<file path="src/rtl/cnn_conv3x3_mac_if.sv">
// Handshake and configuration bundle between the window reader, the 3x3 MAC and the
// result path.
interface cnn_conv3x3_mac_if;
  logic       strt;
  logic       din_vld;
  logic       din;
  logic       bsy;
  logic       wt_wr;
  logic [3:0] wt_addr;
  logic [7:0] wt_data;
  logic       out_vld;
  logic       out_rdy;
  logic [7:0] dout;
  logic [9:0] win_cnt;
  logic       frame_done;
  logic       frame_clr;

  modport slave (
    input  strt, din_vld, din, wt_wr, wt_addr, wt_data, out_rdy, frame_clr,
    output bsy, out_vld, dout, win_cnt, frame_done
  );

  modport master (
    output strt, din_vld, din, wt_wr, wt_addr, wt_data, out_rdy, frame_clr,
    input  bsy, out_vld, dout, win_cnt, frame_done
  );
endinterface

</file>
<file path="src/rtl/cnn_conv3x3_mac.sv">
// Serial 3x3 binary-window MAC: weighted tap sum plus bias, ReLU, scale and
// saturate to one activation byte, with a per-frame window counter.
module cnn_conv3x3_mac #(
  parameter int unsigned N_WIN = 676,
  parameter int unsigned SHIFT = 2,
  parameter int unsigned ACC_W = 13
) (
  input  logic              clk,
  input  logic              rst,
  cnn_conv3x3_mac_if.slave  bus
);

  typedef enum logic [1:0] {StIdle, StAcc, StSum, StOut} state_t;

  state_t                   state_q;
  logic signed [ACC_W-1:0]  acc_q;
  logic [3:0]               tap_q;
  logic                     bsy_q;
  logic                     out_vld_q;
  logic [7:0]               dout_q;
  logic [9:0]               win_cnt_q;
  logic                     frame_done_q;
  logic signed [7:0]        w_q [0:8];
  logic signed [7:0]        bias_q;

  logic signed [ACC_W-1:0]  sum;
  logic [ACC_W-1:0]         relu;
  logic [ACC_W-1:0]         shifted;
  logic [7:0]               sat;

  function automatic logic signed [ACC_W-1:0] sext(input logic signed [7:0] v);
    return {{(ACC_W-8){v[7]}}, v};
  endfunction

  always_comb begin
    sum     = acc_q + sext(bias_q);
    relu    = sum[ACC_W-1] ? '0 : sum;
    shifted = relu >> SHIFT;
    sat     = (shifted > ACC_W'(255)) ? 8'hFF : shifted[7:0];
  end

  always_ff @(posedge clk) begin
    if (rst) begin
      state_q      <= StIdle;
      acc_q        <= '0;
      tap_q        <= '0;
      bsy_q        <= 1'b0;
      out_vld_q    <= 1'b0;
      dout_q       <= '0;
      win_cnt_q    <= '0;
      frame_done_q <= 1'b0;
      bias_q       <= '0;
      for (int i = 0; i < 9; i++) w_q[i] <= '0;
    end else begin
      frame_done_q <= 1'b0;
      unique case (state_q)
        StIdle: begin
          // A write in the same cycle as strt lands after tap 0 was already sampled.
          if (bus.wt_wr) begin
            if (bus.wt_addr < 4'd9) w_q[bus.wt_addr] <= bus.wt_data;
            else if (bus.wt_addr == 4'd9) bias_q <= bus.wt_data;
          end
          if (bus.strt && bus.din_vld) begin
            acc_q   <= bus.din ? sext(w_q[0]) : '0;
            tap_q   <= 4'd1;
            bsy_q   <= 1'b1;
            state_q <= StAcc;
          end
        end
        StAcc: begin
          if (bus.din_vld) begin
            acc_q <= acc_q + (bus.din ? sext(w_q[tap_q]) : '0);
            tap_q <= tap_q + 4'd1;
            if (tap_q == 4'd8) state_q <= StSum;
          end
        end
        StSum: begin
          dout_q    <= sat;
          out_vld_q <= 1'b1;
          state_q   <= StOut;
        end
        StOut: begin
          if (bus.out_rdy) begin
            out_vld_q <= 1'b0;
            bsy_q     <= 1'b0;
            state_q   <= StIdle;
            if (win_cnt_q == 10'(N_WIN - 1)) begin
              win_cnt_q    <= '0;
              frame_done_q <= ~bus.frame_clr;
            end else begin
              win_cnt_q <= win_cnt_q + 10'd1;
            end
          end
        end
        default: state_q <= StIdle;
      endcase
      // Clear wins over a coincident handshake and suppresses its pulse.
      if (bus.frame_clr) begin
        win_cnt_q    <= '0;
        frame_done_q <= 1'b0;
      end
    end
  end

  assign bus.bsy        = bsy_q;
  assign bus.out_vld    = out_vld_q;
  assign bus.dout       = dout_q;
  assign bus.win_cnt    = win_cnt_q;
  assign bus.frame_done = frame_done_q;

endmodule

</file>
<file path="src/flat_wrapper.sv">
// flat-port wrapper written by rule: the top's interface ports become plain ports
module cnn_conv3x3_mac_flat 
#(
  parameter int unsigned N_WIN = 676,
  parameter int unsigned SHIFT = 2,
  parameter int unsigned ACC_W = 13
)
  (clk, rst, bus_strt, bus_din_vld, bus_din, bus_wt_wr, bus_wt_addr, bus_wt_data, bus_out_rdy, bus_frame_clr, bus_bsy, bus_out_vld, bus_dout, bus_win_cnt, bus_frame_done);
  cnn_conv3x3_mac_if bus_i ();
  input  logic clk;
  input  logic rst;
  input wire logic [$bits(bus_i.strt)-1:0] bus_strt;
  input wire logic [$bits(bus_i.din_vld)-1:0] bus_din_vld;
  input wire logic [$bits(bus_i.din)-1:0] bus_din;
  input wire logic [$bits(bus_i.wt_wr)-1:0] bus_wt_wr;
  input wire logic [$bits(bus_i.wt_addr)-1:0] bus_wt_addr;
  input wire logic [$bits(bus_i.wt_data)-1:0] bus_wt_data;
  input wire logic [$bits(bus_i.out_rdy)-1:0] bus_out_rdy;
  input wire logic [$bits(bus_i.frame_clr)-1:0] bus_frame_clr;
  output wire logic [$bits(bus_i.bsy)-1:0] bus_bsy;
  output wire logic [$bits(bus_i.out_vld)-1:0] bus_out_vld;
  output wire logic [$bits(bus_i.dout)-1:0] bus_dout;
  output wire logic [$bits(bus_i.win_cnt)-1:0] bus_win_cnt;
  output wire logic [$bits(bus_i.frame_done)-1:0] bus_frame_done;
  assign bus_i.strt = bus_strt;
  assign bus_i.din_vld = bus_din_vld;
  assign bus_i.din = bus_din;
  assign bus_i.wt_wr = bus_wt_wr;
  assign bus_i.wt_addr = bus_wt_addr;
  assign bus_i.wt_data = bus_wt_data;
  assign bus_i.out_rdy = bus_out_rdy;
  assign bus_i.frame_clr = bus_frame_clr;
  assign bus_bsy = bus_i.bsy;
  assign bus_out_vld = bus_i.out_vld;
  assign bus_dout = bus_i.dout;
  assign bus_win_cnt = bus_i.win_cnt;
  assign bus_frame_done = bus_i.frame_done;
  cnn_conv3x3_mac #(.N_WIN(N_WIN), .SHIFT(SHIFT), .ACC_W(ACC_W)) u_core (.clk(clk), .rst(rst), .bus(bus_i));
endmodule
</file>
<file path="config.mk">
export PLATFORM = sky130hd
export DESIGN_NAME = cnn_conv3x3_mac_flat
export DESIGN_NICKNAME = d
export VERILOG_FILES = /design/src/rtl/cnn_conv3x3_mac_if.sv /design/src/rtl/cnn_conv3x3_mac.sv /design/src/flat_wrapper.sv
export SDC_FILE = /design/constraint.sdc
export NUM_CORES = 1
export LEC_CHECK = 0
export CORE_UTILIZATION = 54
export DETAILED_ROUTE_END_ITERATION = 12
export GPL_TIMING_DRIVEN = 0
export PLACE_DENSITY = 0.72
export SLEW_MARGIN = 20
export SYNTH_ARGS = -nofsm -noshare
export SYNTH_HDL_FRONTEND = slang
export SYNTH_SLANG_ARGS = --single-unit
</file>
<file path="constraint.sdc">
create_clock -name clk -period 6.3 [get_ports clk]
set_clock_uncertainty 0.15 [all_clocks]
set_input_delay 1.26 -clock clk [delete_from_list [all_inputs] [get_ports clk]]
set_output_delay 1.26 -clock clk [all_outputs]
set_load 0.01 [all_outputs]
</file>
==> results of run 1 <==
[per-layer routing]
metal / GRT usage / vias to the layer above
li1: - / 2571
met1: 0.307 / 2717
met2: 0.410 / 185
met3: 0.0413 / 35
met4: 0.0879 / 0
met5: 0 / -
[flip-flops by register name, summed over array words and instances (netlist names), named ones only]
name	flops
u_core.acc_q	13
u_core.bias_q	8
u_core.bus.bsy	1
u_core.bus.dout	8
u_core.bus.frame_done	1
u_core.bus.out_vld	1
u_core.bus.win_cnt	10
u_core.state_q	2
u_core.tap_q	4
u_core.w_q	128
[through the flow]
step                      cells  setup slack (ns)  power, mW
after floorplan             693              2.59       1.87
after global placement      944              1.69       2.04
after detailed placement    944              1.66       2.06
after CTS                   976              1.77       3.11
after global routing        976              1.53       3.23
final                       976              1.81       3.10
[power by group]
part / switching (mW) / total [mW] / internal [mW] / leakage (nW)
Clock: 0.494 / 1.06 / 0.565 / 0.289
Combinational: 0.343 / 0.618 / 0.275 / 1.81
Sequential: 0.0565 / 1.43 / 1.37 / 1.71
Total: 0.893 / 3.10 / 2.21 / 3.81
[cell usage in the layout, fill, tap and decap left out, types with 14 or more instances in the layout]
cell type,synthesis,routed
sky130_fd_sc_hd__a21oi_1,22,22
sky130_fd_sc_hd__and2_1,79,79
sky130_fd_sc_hd__clkbuf_1,14,15
sky130_fd_sc_hd__clkbuf_16,0,17
sky130_fd_sc_hd__clkdlybuf4s50_1,0,40
sky130_fd_sc_hd__conb_1,1,56
sky130_fd_sc_hd__dfxtp_1,52,52
sky130_fd_sc_hd__edfxtp_1,128,128
sky130_fd_sc_hd__ha_1,30,30
sky130_fd_sc_hd__mux4_2,36,36
sky130_fd_sc_hd__nand2_1,24,24
sky130_fd_sc_hd__nand3_1,16,16
sky130_fd_sc_hd__nor2_1,56,56
sky130_fd_sc_hd__xnor2_1,15,15
sky130_fd_sc_hd__xor2_1,14,14
[cells in the mapped netlist (9+ instances only)]
cell type                  count  share of area
sky130_fd_sc_hd__mux2i_1      11          0.013
sky130_fd_sc_hd__edfxtp_1    128           0.45
sky130_fd_sc_hd__xnor2_1      15          0.015
sky130_fd_sc_hd__xor2_1       14          0.014
sky130_fd_sc_hd__nand2_1      24          0.011
sky130_fd_sc_hd__ha_1         30          0.044
sky130_fd_sc_hd__nor2_1       56          0.025
sky130_fd_sc_hd__nand3_1      16         0.0094
sky130_fd_sc_hd__clkbuf_1     14         0.0061
sky130_fd_sc_hd__inv_1        10         0.0044
sky130_fd_sc_hd__a21oi_1      22          0.013
sky130_fd_sc_hd__and2_1       79          0.058
sky130_fd_sc_hd__mux4_2       36          0.095
sky130_fd_sc_hd__dfxtp_1      52           0.12
sky130_fd_sc_hd__a211oi_1      9         0.0079
sky130_fd_sc_hd__nor3_1       10         0.0059
[worst min-delay path by stage]
stage | from | endpoint | slack [ns] | cells past startpoint
floorplan | u_core.bias_q[0] | u_core.bias_q[0] | 0.31 | 2
detailed placement | u_core.bus.out_vld | u_core.bus.out_vld | 0.35 | 2
global route | u_core.bus.out_vld | u_core.bus.out_vld | 0.38 | 2
CTS | u_core.bus.out_vld | u_core.bus.out_vld | 0.36 | 2
finish | u_core.bus.out_vld | u_core.bus.out_vld | 0.36 | 2
global placement | u_core.bus.win_cnt[1] | u_core.bus.win_cnt[1] | 0.33 | 2
[cell type report]
cell class                 instances  area [µm²]
sequential                       180        4880
clock inverter                    14         161
tap                              211         264
clock buffer                      18         429
timing repair buffer              40         400
multi-input combinational        481        3740
fill                            1153        5300
buffer                            22        97.6
inverter                          10        37.5
[cell families (layout without fill, tap and decap cells)]
logic type | after synthesis | count (layout) | share of synthesized area
compound gates | 86 | 86 | 0.0779
xor+xnor | 29 | 29 | 0.0297
fa+ha+maj | 31 | 31 | 0.0463
buf+inv | 32 | 104 | 0.0158
flops | 180 | 180 | 0.572
mux | 51 | 51 | 0.115
other cells | 1 | 56 | 0.000439
simple gates | 228 | 228 | 0.143
[critical path, cell delays in order, from the launching register on]
cell	delay [ns]
sky130_fd_sc_hd__dfxtp_1	0.38
sky130_fd_sc_hd__buf_2	0.31
sky130_fd_sc_hd__buf_1	0.59
sky130_fd_sc_hd__mux4_2	0.42
sky130_fd_sc_hd__mux4_2	0.47
sky130_fd_sc_hd__and2_1	0.17
sky130_fd_sc_hd__ha_1	0.21
sky130_fd_sc_hd__fa_1	0.41
sky130_fd_sc_hd__a21oi_1	0.21
sky130_fd_sc_hd__o22ai_1	0.14
sky130_fd_sc_hd__nor4_1	0.34
sky130_fd_sc_hd__o31ai_1	0.17
sky130_fd_sc_hd__xnor2_1	0.14
sky130_fd_sc_hd__a21oi_1	0.19
sky130_fd_sc_hd__nor3_2	0.05
==> results.txt, run 1 <==
----------------------------------------------------
[Global routing]
  Antenna violations before repair ... 0
  Largest net degree at the start of global routing ... 19
  Global-route usage over all layers ... 0.240
  Vias in the first global route ... 5,460
  Final global-route overflow total ... 0
  First-pass GRT wire length ... around 29,000 µm

[Logic synthesis]
  Yosys synthesis warning count ... 0
  Part of the Yosys area used for sequential elements ... 0.572
  Count of cell types in the netlist ... 62
  Number of standard cells after synthesis ... 638
  EDFF count, synth ... ~130
  Average instance area after synthesis ... approximately 13 µm²
  FF+latch count, synth ... 180
  Post-synth top flop ... sky130_fd_sc_hd__edfxtp_1
  Cell area after synthesis ... 8550 µm²
  Share of synthesized registers carrying an async set or reset ... 0

[Floorplanning]
  Die area ... between 15,000 and 20,000 µm²
  Standard-cell rows ... 45
  Boundary Pins ... 41
  Effective utilization at floorplan ... 0.558
  Core outline area ... 15,300 µm²
  Die Ht ... 128 µm
  Die width ... 128 µm

[Clock tree]
  Num Clock Sinks ... 180
  Number of gates given a new drive strength after cts ... 0
  Post-CTS repair timing setup buffer count ... 0
  Clock H-tree levels ... 4
  Bufs on Longest Clock Path ... 2
  Register clock-pin slew on the reported worst setup and hold paths ... 0.07 ns
  Post-CTS Hold Buffers ... 0
  Worst skew pair latency ... roughly 0.44 ns
  Cell at the root of the clock tree ... sky130_fd_sc_hd__clkbuf_16
  CTS buffer count ... 17
  CTS tree ... yes

[Power]
  Maximum vdd drop ... 0.205 mV
  LEAKAGE ... 3.81 nW
  Power density relative to cell area ... 310 nW/µm²

[Worst setup path]
  Worst reg2reg path endpoint ... u_core.acc_q[12]
  Type of element launching the critical path ... register
  Largest driver fanout on the critical path ... 10
  Register-to-register setup slack ... 1.81 ns
  Critical Path RT ... 6.45 ns
  Worst Setup End Kind ... register
  Arrival time worst endpoint ... 4.63 ns
  Worst setup path class ... register to register
  Critical path endpoint ... u_core.acc_q[12]
  Cell depth of the worst flop-to-flop path ... 14

[Timing]
  Worst max-slew margin expressed relative to the limit ... 0.372
  Final-report setup violation count ... 0
  Final critical-path required period ... between 4 and 5 ns
  Tightest hold margin ... 0.356 ns
  Number of pins with negative max-slew slack in the final report ... 0
  Worst-margin pin slew ... 0.935 ns
  Number of failing hold endpoints at the final stage ... 0
  Aggregate negative setup slack ... 0 ns
  Period utilization ... 0.712
  Maximum clock frequency ... 0.223 GHz
  Unrepaired setup endpoints after global routing ... no

[Placed design]
  Weighted congestion reported at the end of routability-driven placement ... 0.850
  Hpwl dp ... 12,800 µm
  IO buf count ... 40
  Area after DPL ... 9420 µm²

[Detailed routing]
  Vias per std cell ... around 5.6
  TritonRoute pass-1 iters ... 7
  WL per Instance ... 18.5 µm
  Final wirelength ... 18,100 µm
  Iteration-0 DRC Markers ... approximately 500
  Met2 WL post-DR ... 9010 µm
  Number of vias after detailed routing ... between 5,000 and 6,000
  Met3 layer wire length in the routed design ... about 930 µm
  Highest metal layer used by the detailed router ... met4
  Remaining design rule violation count ... 0
  Antenna-violating nets left ... 0
  Total routed wire length on the met1 layer ... 7750 µm

[Finish]
  Finished Core Util ... 0.654
  Share of post-route cells with drive strength above 1 ... 0.122
  Cell area after layout ... 10,000 µm²
  Layout Nets ... 803
  Number of diodes ... 0
  Post-synthesis to final-layout area growth ... 17.2%

[Worst hold path]
  Path category of the worst min-delay check ... register to register

[Outcome]
  Result of the run ... completed

[Run]
  Total of max-cap violations ... 0

----------------------------------------------------
(Power assumes the default switching activity.)
==> inputs of run 2 (changes only) <==
--- a/config.mk
+++ b/config.mk
@@ -8,7 +8,7 @@
 export CORE_UTILIZATION = 54
 export DETAILED_ROUTE_END_ITERATION = 12
 export GPL_TIMING_DRIVEN = 0
-export PLACE_DENSITY = 0.72
+export PLACE_DENSITY = 0.74
 export SLEW_MARGIN = 20
 export SYNTH_ARGS = -nofsm -noshare
 export SYNTH_HDL_FRONTEND = slang
==> constraint.sdc (replaced) <==
create_clock -name clk -period 4 [get_ports clk]
set_clock_uncertainty 0.15 [all_clocks]
set_input_delay 0.8 -clock clk [delete_from_list [all_inputs] [get_ports clk]]
set_output_delay 0.8 -clock clk [all_outputs]
set_load 0.01 [all_outputs]
==> run 2 against run 1 <==
  * Final cell count increased by 0.10%
  * Highest routed layer unchanged
  * Design area rose by 0.74%
  * Clock power is 52% higher
  * Non-clock buffer count is 1 higher
  * Power grew 57%
==> results.txt, run 2 (synthesis gave the netlist of run 1 again) <==
----------------------------------------------------
[Floorplanning]
  Die Ht ... 128 µm (unchanged)
  Boundary Pins ... 41 (unchanged)
  Effective utilization at floorplan ... 0.558 (unchanged)
  Die width ... 128 µm (unchanged)
  Standard-cell rows ... 45 (unchanged)
  Die area ... 16,300 µm² (unchanged)
  Core outline area ... 15,300 µm² (unchanged)

[Power]
  LEAKAGE ... 3.82 nW (+0.23%)
  Net switching fraction of the power ... 0.279 (-0.00902)
  Power density relative to cell area ... 483 nW/µm² (+56%)
  Power share of the combinational group ... 0.207 (+0.008)
  Seq pwr share ... 0.462 (+0.002)
  Net switching power ... 1.36 mW (+52%)
  Clock power share ... 0.331 (-0.010)
  Maximum vdd drop ... 0.432 mV (+110%)
  Cell-internal power ... 3.51 mW (+59%)

[Global routing]
  Global-route usage over all layers ... 0.239 (-0.000722)
  Antenna violations before repair ... 0 (unchanged)
  Vias in the first global route ... 5,457 (-0.055%)
  Final global-route overflow total ... 0 (unchanged)
  First-pass GRT wire length ... 28,600 µm (about the same)
  Largest net degree at the start of global routing ... 18 (-1)

[Worst setup path]
  Worst setup path class ... register to register
  Arrival time worst endpoint ... 4.03 ns (-0.60 ns)
  Worst Setup End Kind ... register
  Largest driver fanout on the critical path ... 10 (unchanged)
  Worst reg2reg path endpoint ... u_core.acc_q[11]
  Critical Path RT ... 4.22 ns (-2.23 ns)
  Cell depth of the worst flop-to-flop path ... 13 (-1)
  Register-to-register setup slack ... 0.20 ns (-1.62 ns)
  Type of element launching the critical path ... register

[Finish]
  Post-synthesis to final-layout area growth ... 18.0%
  Number of diodes ... 0 (unchanged)
  Cell Count, Final, Fillers Out ... 977 (+0.10%)
  Number of flip-flops in the largest register ... 128 (unchanged)
  Most frequent standard cell in the layout excluding fill and tap cells ... sky130_fd_sc_hd__edfxtp_1
  Most used cells in the layout excluding fill and tap cells ... sky130_fd_sc_hd__edfxtp_1 (128), sky130_fd_sc_hd__and2_1 (79), sky130_fd_sc_hd__nor2_1 (56), sky130_fd_sc_hd__conb_1 (56), sky130_fd_sc_hd__dfxtp_1 (52)
  Fillers ... 1,158 (+0.43%)
  Share of post-route cells with drive strength above 1 ... 0.133 (+0.0116)
  Register with the most flip-flops ... u_core.w_q
  Layout Nets ... 804 (+0.12%)
  Cell area after layout ... 10,100 µm² (+0.74%)

[Clock tree]
  Clock H-tree levels ... 4 (unchanged)
  Worst skew pair latency ... 0.44 ns (about the same)
  Bufs on Longest Clock Path ... 2 (unchanged)
  Register clock-pin slew on the reported worst setup and hold paths ... 0.06 ns (about the same)
  CTS buffer count ... 17 (unchanged)
  CTS tree ... yes
  Num Clock Sinks ... 180 (unchanged)
  Cell at the root of the clock tree ... sky130_fd_sc_hd__clkbuf_16

[Placed design]
  Cell Count Post-Placement ... 944 (unchanged)
  Hpwl dp ... 12,700 µm (-0.48%)
  IO buf count ... 40 (unchanged)
  Area after DPL ... 9420 µm² (unchanged)
  Weighted congestion reported at the end of routability-driven placement ... 0.847 (-0.34%)
  Worst setup slack before clock tree synthesis ... -0.537 ns (-2.19 ns)

[Worst hold path]
  Hold Path Stages ... 2 (unchanged)
  Hold Path Origin ... u_core.bus.win_cnt[1]
  Worst-case hold path end point ... u_core.bus.win_cnt[1]
  Path category of the worst min-delay check ... register to register

[Run]
  Total of max-cap violations ... 0 (unchanged)

[Detailed routing]
  Vias per std cell ... 5.65 (+0.13%)
  WL per Instance ... 18.5 µm (about the same)
  Antenna-violating nets left ... 0 (unchanged)
  Iteration-0 DRC Markers ... 444 (-12%)
  Remaining design rule violation count ... 0 (unchanged)
  TritonRoute pass-1 iters ... 5 (-2)
  Number of vias after detailed routing ... 5,521 (+0.24%)
  Final wirelength ... 18,100 µm (about the same)

[Timing]
  Number of pins with negative max-slew slack in the final report ... 0 (unchanged)
  Final critical-path required period ... 3.80 ns (-0.682 ns)
  Unrepaired setup endpoints after global routing ... no
  Aggregate negative setup slack ... 0 ns (unchanged)
  Worst max-slew margin expressed relative to the limit ... 0.314 (-0.0582)
  Worst path setup slack after routing ... 0.197 ns (-1.62 ns)
  Number of failing hold endpoints at the final stage ... 0 (unchanged)
  Maximum clock frequency ... 0.263 GHz (+18%)
  Worst-margin pin slew ... 1.02 ns (+0.0866 ns)
  Final-report setup violation count ... 0 (unchanged)
  Period utilization ... 0.951 (+0.239)

[Outcome]
  Result of the run ... completed

----------------------------------------------------
[run 2: changes by cell type in the layout (fill, tap and decap cells not counted), moves of 2 or more]
| cell | delta |
|---|---|
| sky130_fd_sc_hd__buf_12 | +3 |
| sky130_fd_sc_hd__buf_2 | -5 |
| sky130_fd_sc_hd__clkinvlp_4 | +2 |
| sky130_fd_sc_hd__a21oi_2 | +3 |
| sky130_fd_sc_hd__buf_6 | +2 |
| sky130_fd_sc_hd__a21oi_1 | -3 |
| sky130_fd_sc_hd__clkinv_8 | -2 |
| sky130_fd_sc_hd__buf_4 | +2 |
[run 2: worst max-delay path: stages (launching register included)]
cell and delay [ns]:
sky130_fd_sc_hd__dfxtp_1 0.40, sky130_fd_sc_hd__buf_4 0.24, sky130_fd_sc_hd__buf_6 0.21, sky130_fd_sc_hd__mux4_2 0.33, sky130_fd_sc_hd__mux4_2 0.51, sky130_fd_sc_hd__and2_1 0.21, sky130_fd_sc_hd__ha_1 0.28, sky130_fd_sc_hd__a21o_1 0.18
sky130_fd_sc_hd__a21oi_2 0.21, sky130_fd_sc_hd__o21ai_1 0.10, sky130_fd_sc_hd__a31oi_2 0.27, sky130_fd_sc_hd__o21bai_1 0.15, sky130_fd_sc_hd__a2111o_1 0.42, sky130_fd_sc_hd__nand3_1 0.08
[run 2: stage by stage]
stage,utilization,total power [mW],hold WS [ns]
2_1_floorplan,-,2.94,0.314
3_3_place_gp,0.615,3.20,0.325
3_5_place_dp,0.615,3.25,0.351
4_1_cts,0.655,4.86,0.360
5_1_grt,0.659,5.07,0.388
6_report,0.659,4.87,0.363
[run 2: power groups by stage]
stage          sequential (mW)  combinational (mW)  clock (mW)
2_1_floorplan             2.27               0.670           0
3_3_place_gp              2.28               0.923           0
3_5_place_dp              2.29               0.958           0
4_1_cts                   2.25               0.985        1.63
5_1_grt                   2.26                1.11        1.70
6_report                  2.25                1.01        1.61
[run 2: repair_timing]
action                     CTS  global route
hold buffers                 0             0
setup buffers                0             1
pin swaps                    0             2
setup endpoints to repair    9             2
resized for setup           15            10
[run 2: layout make-up]
type                            count  area (µm²)  area share
Buffer                             22         160      0.0159
Clock buffer                       20         447      0.0443
Clock inverter                     12         121      0.0120
Inverter                           10        37.5     0.00372
Multi-Input combinational cell    481        3760       0.373
Sequential cell                   180        4880       0.484
Tap cell                          211         264      0.0262
Timing Repair Buffer               41         408      0.0404
[run 2: per-layer routing]
layer | part of all wire | global-route usage | vias to the layer above
met4 | 0.022 | 0.0948 | 0
met1 | 0.41 | 0.295 | 2735
met3 | 0.056 | 0.0509 | 30
li1 | - | - | 2583
met2 | 0.51 | 0.411 | 173
met5 | 0 | 0 | -
[run 2: worst max path at each step]
stage          startpoint          endpoint  slack, ns
3_3_place_gp     register  u_core.acc_q[12]      -0.45
3_5_place_dp     register  u_core.acc_q[12]      -0.54
5_1_grt          register  u_core.acc_q[12]      0.003
6_report         register  u_core.acc_q[11]       0.20
4_1_cts          register  u_core.acc_q[12]       0.08
2_1_floorplan    register  u_core.acc_q[12]       0.29
==> inputs of run 3 (changes only) <==
--- a/config.mk
+++ b/config.mk
@@ -7,8 +7,9 @@
 export LEC_CHECK = 0
 export CORE_UTILIZATION = 54
 export DETAILED_ROUTE_END_ITERATION = 12
+export DONT_BUFFER_PORTS = 1
 export GPL_TIMING_DRIVEN = 0
-export PLACE_DENSITY = 0.74
+export PLACE_DENSITY = 0.71
 export SLEW_MARGIN = 20
 export SYNTH_ARGS = -nofsm -noshare
 export SYNTH_HDL_FRONTEND = slang
==> run 3 against run 2 <==
  * Clock power down 2%
  * Core utilization down 2.7 points
  * Routed wire length up 1.4%
  * Via count down 3.4%
  * Sequential share of layout area up 2.1 points
  * Design area down 4.2%
  * Power down 2.8%
  * Critical path type unchanged
  * Critical endpoint is now u_core.acc_q[12]
==> results.txt, run 3 (synthesis gave the netlist of run 1 again) <==
----------------------------------------------------
[Finish]
  Cell Count, Final, Fillers Out ... 937 (-4.1%)
  Layout Nets ... 764 (-5.0%)
  Most frequent standard cell in the layout excluding fill and tap cells ... sky130_fd_sc_hd__edfxtp_1
  Share of post-route cells with drive strength above 1 ... 0.134 (+0.000450)
  Storage cell area ... 4880 µm² (unchanged)
  Cell area after layout ... 9670 µm² (-4.2%)
  Area of the multi-input gates ... 3760 µm² (unchanged)
  Finished Core Util ... 0.631 (-0.0274)
  Register with the most flip-flops ... u_core.w_q
  Number of flip-flops in the largest register ... 128 (unchanged)
  Most used cells in the layout excluding fill and tap cells ... sky130_fd_sc_hd__edfxtp_1 (128), sky130_fd_sc_hd__and2_1 (79), sky130_fd_sc_hd__nor2_1 (56), sky130_fd_sc_hd__conb_1 (56), sky130_fd_sc_hd__dfxtp_1 (52)
  Number of diodes ... 0 (unchanged)
  Post-synthesis to final-layout area growth ... 13.1%
  Fillers ... 1,170 (+1.0%)

[Floorplanning]
  Die area ... 16,300 µm² (unchanged)
  Core outline area ... 15,300 µm² (unchanged)
  Die Ht ... 128 µm (unchanged)
  Boundary Pins ... 41 (unchanged)
  Die width ... 128 µm (unchanged)
  Standard-cell rows ... 45 (unchanged)
  Effective utilization at floorplan ... 0.558 (unchanged)

[Power]
  Seq pwr share ... 0.479 (+0.017)
  Net switching power ... 1.31 mW (-3.7%)
  Power share of the combinational group ... 0.190 (-0.017)
  Cell-internal power ... 3.42 mW (-2.5%)
  Net switching fraction of the power ... 0.276 (-0.00254)
  LEAKAGE ... 3.67 nW (-4.0%)
  Clock power share ... 0.331 (about the same)
  Maximum vdd drop ... 0.377 mV (-13%)
  Overall Power ... 4.73 mW (-2.8%)
  Power density relative to cell area ... 489 nW/µm² (+1.4%)

[Placed design]
  IO buf count ... 0 (-100%)
  Weighted congestion reported at the end of routability-driven placement ... 0.889 (+5.0%)
  Cell Count Post-Placement ... 905 (-4.1%)
  Hpwl dp ... 12,900 µm (+1.2%)
  Area after DPL ... 9030 µm² (-4.2%)
  Worst setup slack before clock tree synthesis ... -0.577 ns (-0.0397 ns)

[Timing]
  Period utilization ... 0.957 (+0.00639)
  Maximum clock frequency ... 0.261 GHz (-0.67%)
  Tightest hold margin ... 0.292 ns (-0.0706 ns)
  Worst-margin pin slew ... 1.11 ns (+0.0886 ns)
  Final critical-path required period ... 3.83 ns (+0.0256 ns)
  Aggregate negative setup slack ... 0 ns (unchanged)
  Final-report setup violation count ... 0 (unchanged)
  Number of pins with negative max-slew slack in the final report ... 0 (unchanged)
  Worst path setup slack after routing ... 0.172 ns (-0.0256 ns)
  Number of failing hold endpoints at the final stage ... 0 (unchanged)
  Worst max-slew margin expressed relative to the limit ... 0.254 (-0.0595)

[Clock tree]
  Clock H-tree levels ... 4 (unchanged)
  Cell at the root of the clock tree ... sky130_fd_sc_hd__clkbuf_16
  Post-CTS Hold Buffers ... 0 (unchanged)
  CTS tree ... yes
  Bufs on Longest Clock Path ... 2 (unchanged)
  Num Clock Sinks ... 180 (unchanged)
  Register clock-pin slew on the reported worst setup and hold paths ... 0.06 ns (about the same)
  Worst skew pair latency ... 0.43 ns (about the same)
  CTS buffer count ... 17 (unchanged)
  Post-CTS repair timing setup buffer count ... 0 (unchanged)

[Global routing]
  Largest net degree at the start of global routing ... 18 (unchanged)
  Global-route usage over all layers ... 0.239 (about the same)
  Final global-route overflow total ... 0 (unchanged)
  First-pass GRT wire length ... 28,600 µm (+0.12%)
  Antenna violations before repair ... 0 (unchanged)
  Vias in the first global route ... 5,449 (-0.15%)

[Worst setup path]
  Worst setup path class ... register to register
  Critical Path RT ... 4.14 ns (-0.08 ns)
  Type of element launching the critical path ... register
  Worst Setup End Kind ... register
  Largest driver fanout on the critical path ... 10 (unchanged)
  Arrival time worst endpoint ... 3.97 ns (-0.06 ns)

[Detailed routing]
  Iteration-0 DRC Markers ... 506 (+14%)
  Vias per std cell ... 5.69 (+0.76%)
  TritonRoute pass-1 iters ... 5 (unchanged)
  Remaining design rule violation count ... 0 (unchanged)
  Antenna-violating nets left ... 0 (unchanged)
  WL per Instance ... 19.6 µm (+5.7%)
  Final wirelength ... 18,400 µm (+1.4%)
  Number of vias after detailed routing ... 5,335 (-3.4%)

[Worst hold path]
  Path category of the worst min-delay check ... primary input to register

[Run]
  Total of max-cap violations ... 0 (unchanged)

[Outcome]
  Result of the run ... completed

----------------------------------------------------
run 3: changes by cell type in the layout (fill, tap and decap cells not counted), moves of 2 or more:
cell,previous run,this run
sky130_fd_sc_hd__clkbuf_1,15,17
sky130_fd_sc_hd__clkinv_1,0,3
sky130_fd_sc_hd__clkinv_4,2,0
sky130_fd_sc_hd__clkdlybuf4s50_1,40,0
run 3: layer usage:
| layer | wire length (µm) | global-route usage | vias up |
|---|---|---|---|
| li1 | - | - | 2486 |
| met1 | 7390 | 0.286 | 2633 |
| met2 | 9340 | 0.409 | 179 |
| met3 | 1040 | 0.0538 | 37 |
| met4 | 588 | 0.116 | 0 |
| met5 | 0 | 0 | - |
run 3: repair_timing:
action	CTS	global route
pin swaps	0	3
cloned	0	0
endpoints found under the setup margin	10	6
gates resized for setup	16	14
run 3: power by group through the flow:
stage	Clock, mW	Combinational [mW]	Sequential, mW
global route	1.65	0.988	2.28
CTS	1.58	0.868	2.27
finish	1.57	0.898	2.27
floorplan	0	0.670	2.27
global placement	0	0.811	2.30
detailed placement	0	0.846	2.31
run 3: final timing paths:
kind	start	endpoint	slack (ns)	cells past startpoint
worst min-delay path	bus_frame_clr	u_core.bus.frame_done	0.29	1
worst min register to register	u_core.bias_q[0]	u_core.bias_q[0]	0.36	2
worst max register to register	register	u_core.acc_q[12]	0.17	14
worst max-delay path	register	u_core.acc_q[12]	0.17	14
run 3: cell type report:
type | instances | share of cell area
timing repair buffer | 1 | 0.000777
clock buffer | 21 | 0.0456
tap | 211 | 0.0273
buffer | 22 | 0.0173
inverter | 10 | 0.00388
multi-input combinational | 481 | 0.389
clock inverter | 11 | 0.0105
sequential | 180 | 0.505
run 3: worst max-delay path: stages (launching register included):
cell	delay, ns
sky130_fd_sc_hd__dfxtp_1	0.34
sky130_fd_sc_hd__buf_8	0.16
sky130_fd_sc_hd__buf_12	0.17
sky130_fd_sc_hd__mux4_2	0.54
sky130_fd_sc_hd__mux4_2	0.48
sky130_fd_sc_hd__and2_1	0.18
sky130_fd_sc_hd__ha_1	0.21
sky130_fd_sc_hd__fa_2	0.37
sky130_fd_sc_hd__a21oi_2	0.18
sky130_fd_sc_hd__o22ai_1	0.14
sky130_fd_sc_hd__nor4_2	0.27
sky130_fd_sc_hd__o31ai_1	0.12
sky130_fd_sc_hd__xnor2_1	0.13
sky130_fd_sc_hd__a21oi_1	0.17
sky130_fd_sc_hd__nor3_2	0.05
